`src/rtl/lsu_mem_ctrl.sv`:
```
// Load/store unit memory-side controller: accepts one access at a time, issues it to memory,
// returns a one-cycle completion. Optional LSU_TIMEOUT_EN adds a load-response watchdog.
module lsu_mem_ctrl #(
  parameter int unsigned TIMEOUT_CYCLES = 16
) (
  input  logic        clk,
  input  logic        rst_n,
  input  logic        req_valid,
  output logic        req_ready,
  input  logic        req_we,
  input  logic [2:0]  req_type,
  input  logic [31:0] req_addr,
  input  logic [31:0] req_wdata,
  output logic        mem_req,
  input  logic        mem_gnt,
  output logic        mem_we,
  output logic [31:0] mem_addr,
  output logic [3:0]  mem_be,
  output logic [31:0] mem_wdata,
  input  logic        mem_rvalid,
  input  logic [31:0] mem_rdata,
  output logic        rsp_valid,
  output logic [31:0] rsp_rdata,
  output logic [2:0]  rsp_load_type,
  output logic [1:0]  rsp_offset,
  output logic        rsp_err,
  output logic        busy
);

  localparam logic [1:0] StIdle  = 2'd0;
  localparam logic [1:0] StIssue = 2'd1;
  localparam logic [1:0] StWaitR = 2'd2;
  localparam logic [1:0] StResp  = 2'd3;

  localparam logic [2:0] TypeB  = 3'b000;
  localparam logic [2:0] TypeH  = 3'b001;
  localparam logic [2:0] TypeW  = 3'b010;
  localparam logic [2:0] TypeBu = 3'b011;
  localparam logic [2:0] TypeHu = 3'b100;

  if (TIMEOUT_CYCLES < 2 || TIMEOUT_CYCLES > 255) begin : gen_bad_timeout
    $error("TIMEOUT_CYCLES must be in 2..255");
  end

  logic [1:0]  state_q, state_d;
  logic        we_q;
  logic [2:0]  type_q;
  logic [31:0] addr_q, wdata_q;
  logic [31:0] rdata_q, rdata_d;
  logic        err_q, err_d;
  logic        illegal;
  logic        accept;
  logic        tmo_hit;

  assign accept = req_valid & req_ready;

  always_comb begin
    illegal = 1'b0;
    case (req_type)
      TypeB:   illegal = 1'b0;
      TypeBu:  illegal = req_we;
      TypeH:   illegal = req_addr[0];
      TypeHu:  illegal = req_addr[0] | req_we;
      TypeW:   illegal = |req_addr[1:0];
      default: illegal = 1'b1;
    endcase
  end

`ifdef LSU_TIMEOUT_EN
  logic [7:0] tmo_q;

  // Held at zero outside WAIT_R, so it starts from zero on every entry.
  always_ff @(posedge clk or negedge rst_n) begin
    if (!rst_n) begin
      tmo_q <= 8'd0;
    end else if (state_q != StWaitR) begin
      tmo_q <= 8'd0;
    end else begin
      tmo_q <= tmo_q + 8'd1;
    end
  end

  assign tmo_hit = (tmo_q == 8'(TIMEOUT_CYCLES - 1));
`else
  assign tmo_hit = 1'b0;
`endif

  always_comb begin
    state_d = state_q;
    rdata_d = rdata_q;
    err_d   = err_q;
    case (state_q)
      StIdle: begin
        if (req_valid) begin
          rdata_d = 32'd0;
          err_d   = illegal;
          state_d = illegal ? StResp : StIssue;
        end
      end
      StIssue: begin
        if (mem_gnt) state_d = we_q ? StResp : StWaitR;
      end
      StWaitR: begin
        if (mem_rvalid) begin
          rdata_d = mem_rdata;
          state_d = StResp;
        end else if (tmo_hit) begin
          err_d   = 1'b1;
          state_d = StResp;
        end
      end
      default: state_d = StIdle;
    endcase
  end

  always_ff @(posedge clk or negedge rst_n) begin
    if (!rst_n) begin
      state_q <= StIdle;
      rdata_q <= 32'd0;
      err_q   <= 1'b0;
    end else begin
      state_q <= state_d;
      rdata_q <= rdata_d;
      err_q   <= err_d;
    end
  end

  always_ff @(posedge clk or negedge rst_n) begin
    if (!rst_n) begin
      we_q    <= 1'b0;
      type_q  <= 3'd0;
      addr_q  <= 32'd0;
      wdata_q <= 32'd0;
    end else if (accept) begin
      we_q    <= req_we;
      type_q  <= req_type;
      addr_q  <= req_addr;
      wdata_q <= req_wdata;
    end
  end

  assign req_ready = (state_q == StIdle);
  assign busy      = ~req_ready;
  assign mem_req   = (state_q == StIssue);
  assign mem_we    = mem_req & we_q;
  assign mem_addr  = {addr_q[31:2], 2'b00};

  always_comb begin
    mem_be = 4'b0000;
    if (mem_req) begin
      case (type_q)
        TypeW:         mem_be = 4'b1111;
        TypeH, TypeHu: mem_be = 4'b0011 << addr_q[1:0];
        TypeB, TypeBu: mem_be = 4'b0001 << addr_q[1:0];
        default:       mem_be = 4'b0000;
      endcase
    end
  end

  always_comb begin
    case (type_q)
      TypeB:   mem_wdata = {4{wdata_q[7:0]}};
      TypeH:   mem_wdata = {2{wdata_q[15:0]}};
      default: mem_wdata = wdata_q;
    endcase
  end

  assign rsp_valid     = (state_q == StResp);
  assign rsp_rdata     = rdata_q;
  assign rsp_load_type = type_q;
  assign rsp_offset    = addr_q[1:0];
  assign rsp_err       = err_q;

endmodule

```
`config.mk`:
```
export PLATFORM = sky130hd
export DESIGN_NAME = lsu_mem_ctrl
export DESIGN_NICKNAME = d
export VERILOG_FILES = /design/src/rtl/lsu_mem_ctrl.sv
export SDC_FILE = /design/constraint.sdc
export NUM_CORES = 1
export LEC_CHECK = 0
export CELL_PAD_IN_SITES_DETAIL_PLACEMENT = 0
export CELL_PAD_IN_SITES_GLOBAL_PLACEMENT = 1
export CORE_UTILIZATION = 34
export CTS_CLUSTER_DIAMETER = 60
export CTS_CLUSTER_SIZE = 25
export DETAILED_ROUTE_END_ITERATION = 16
export PLACE_DENSITY_LB_ADDON = 0.08
export RECOVER_POWER = 25
export SYNTH_ARGS = -nofsm -noshare
export SYNTH_HDL_FRONTEND = slang
export SYNTH_SLANG_ARGS = --single-unit
```
`constraint.sdc`:
```
create_clock -name clk -period 2.5 [get_ports clk]
set_input_delay 0.5 -clock clk [delete_from_list [all_inputs] [get_ports clk]]
set_output_delay 0.5 -clock clk [all_outputs]
set_load 0.1 [all_outputs]
```
==> flow_metrics.env <==
export IMPL_place_ws_ps=2.17
export IMPL_grtUsageMet1_pct=21.0
export IMPL_worst_slew_pin_slew_ps=1110
export IMPL_clk_path_buf_depth=2
export IMPL_drtPass1Iterations=4
export IMPL_cts_tree="done"
export IMPL_grt_use_met2_pct=27.1
export IMPL_place_gp_congestion=0.670
export IMPL_ant_nets=0
export IMPL_grt_pass1_wl_um=17300
export IMPL_reg2reg_to="rsp_rdata[23]"
export IMPL_r2r_slack_ps=390
export IMPL_finalCriticalPeriod_ps=2380
export IMPL_num_rows=41
export IMPL_port_buffers=213
export IMPL_start_util_pct=35.2
export IMPL_layout_cells_most_common_list="clkdlybuf4s50_1 (103), dfrtp_1 (100), buf_4 (82)"
export IMPL_fp_coreArea_um2=12700
export IMPL_crit_type="reg2out"
export IMPL_final_layout_size_suffix_gt1_share_pct=42.6
export IMPL_vias=3298
export IMPL_status="finished clean"
export IMPL_netlist_area_um2=4480
export IMPL_grt_use_met3_pct=5.09
export IMPL_cts_made_buffers=9
export IMPL_ys_seq_area_share_pct=57.6
export IMPL_max_freq_ghz=0.421
export IMPL_drt_iter0_drc=113
export IMPL_final_common_cell="clkdlybuf4s50_1"
export IMPL_hold_violations=0
export IMPL_fin_crit_sh_pct=95.0
export IMPL_antenna_cells=0
export IMPL_grt_antenna_before_repair=0
export IMPL_worstPathMaxFanout=15
export IMPL_ff2ff_path_depth=5
export IMPL_area_growth_pct=62.3
export IMPL_cp_end_kind="primary output"
export IMPL_relSlewSlack_pct=25.9
export IMPL_start_kind="flop"
export IMPL_viasPerCell=4.70
export IMPL_hold_class="reg2reg"
export IMPL_grt_use_total_pct=16.9
export IMPL_netlist_instances=321
export IMPL_ys_ff_latch=103
export IMPL_dieWidth_um=117
export IMPL_die_h_um=117
export IMPL_gr_total_overflow=0
export IMPL_hpwlAfterDp_um=8200
export IMPL_min_path_cells=1
export IMPL_first_global_vias=3329
export IMPL_worstHoldEndpoint="addr_q[21]"
export IMPL_num_io_pins=216
export IMPL_clk_pin_slew_ps=70
export IMPL_fin_ws_ps=124
export IMPL_nets=634
export IMPL_timing_critical_path_slowest_cell_delay_ps=600
export IMPL_htreeDepth=3
export IMPL_setup_viol=0
export IMPL_ys_warn_count=0
export IMPL_worstPathRequired_ps=2000
export IMPL_worstHoldStart="addr_q[21]"
export IMPL_critical_path_slowest_cell="dfrtp_4"
export IMPL_timing_rr_start="state_q[0]"
export IMPL_drc=0
export IMPL_synth_distinct_cells=32
export IMPL_fin_skew_ps=5.79
export IMPL_maxCapViolations=0
export IMPL_wirelength_um=11300
export IMPL_worstPathCellList="o21ai_0 -> nand2b_1 -> a21oi_1 -> o21a_2 -> buf_12"
export IMPL_worstPathArrival_ps=1880
export IMPL_clkLatencyLatePin_ps=340
export IMPL_drv_slew=0
export IMPL_clock_sinks=103
export IMPL_die_area_um2=13600
export IMPL_grt_max_degree=58
export IMPL_avgRoutedWirePerCell_um=16.1
export IMPL_busiest_layer="met2"
export IMPL_cts_root_buf="clkbuf_16"
export IMPL_syn_area_per_cell_um2=13.9
==> per-layer routing <==
metal	wire length (um)	vias up
met5	0	-
met4	209	0
met3	896	13
met2	5350	128
met1	4850	1603
li1	-	1554
==> synthesized netlist by cell type, drive strengths merged <==
cell type,count,area (um^2)
xor2,1,8.76
and3b,1,8.76
dfrtp,103,2580
a21oi,10,50.1
buf,29,198
inv,5,18.8
a41o,1,10.0
o21a,4,30.0
o31ai,3,22.5
nor2b,1,6.26
nor3,5,36.3
and2,2,12.5
nand3,1,5.00
conb,1,3.75
o21ai,1,5.00
nor2,12,47.6
a31oi,2,12.5
mux2i,8,80.1
ha,4,50.1
mux2,84,946
and3,1,6.26
o211ai,1,7.51
a22o,32,280
nand2b,4,25.0
nand2,3,13.8
o21bai,2,15.0
==> cell families after synthesis <==
logic type,after synthesis,share of synthesized area [%]
other cells,1,0.0838
compound gates,56,9.67
fa+ha+maj,4,1.12
xor+xnor,1,0.196
mux,92,22.9
flops,103,57.6
buf+inv,34,4.84
simple gates,30,3.61
==> worst max path at each step <==
stage | from | endpoint | slack, ps | cells after the start
finish | rsp_load_type[0] | mem_be[2] | 120 | 5
floorplan | state_q[1] | mem_we | 7 | 3
detailed placement | req_valid | rsp_rdata[19] | 2 | 4
CTS | rsp_load_type[0] | mem_be[3] | 100 | 5
global placement | req_valid | rsp_rdata[15] | 80 | 4
global route | rsp_load_type[0] | mem_be[2] | -1 | 5
==> sequential cells by signal, summed over array words and instances, names as in the netlist <==
name	cells
wdata_q	32
addr_q	32
state_q	2
rsp_load_type	3
rsp_err	1
rsp_rdata	32
we_q	1
==> final cells by class <==
cell class,instances,area (um^2)
Clock buffer,10,229
Inverter,5,18.8
Timing Repair Buffer,221,2330
Multi-Input combinational cell,185,1800
Tap cell,172,215
Sequential cell,103,2580
Clock inverter,6,91.3
Fill cell,1091,5460
==> repair_timing <==
action,4_1_cts,5_1_grt
resized for setup,0,2
hold buffers,1,0
buffers inserted,0,0
endpoints found under the setup margin,0,2
hold endpoints to repair,3,0
==> critical path, delay by kind of cell, from the launching register on <==
kind	cells	cell delay, ps
AND/OR/NAND/NOR	1	120
flip-flops	1	600
buffers and inverters	1	170
AO/OA/AOI/OAI	3	620
==> through the flow <==
step           area [um^2]  hold slack (ps)  utilization, %  instances  setup TNS (ps)
2_1_floorplan         4590              204               -        322               0
3_3_place_gp          6930              311            54.5        685               0
3_5_place_dp          6930              312            54.5        685               0
4_1_cts               7260              476            57.1        702               0
5_1_grt               7260              520            57.1        702           -1.33
6_report              7260              493            57.1        702               0
Power is not shown: default switching activity piles up to over one toggle a cycle in this logic, so the estimate is an artifact.
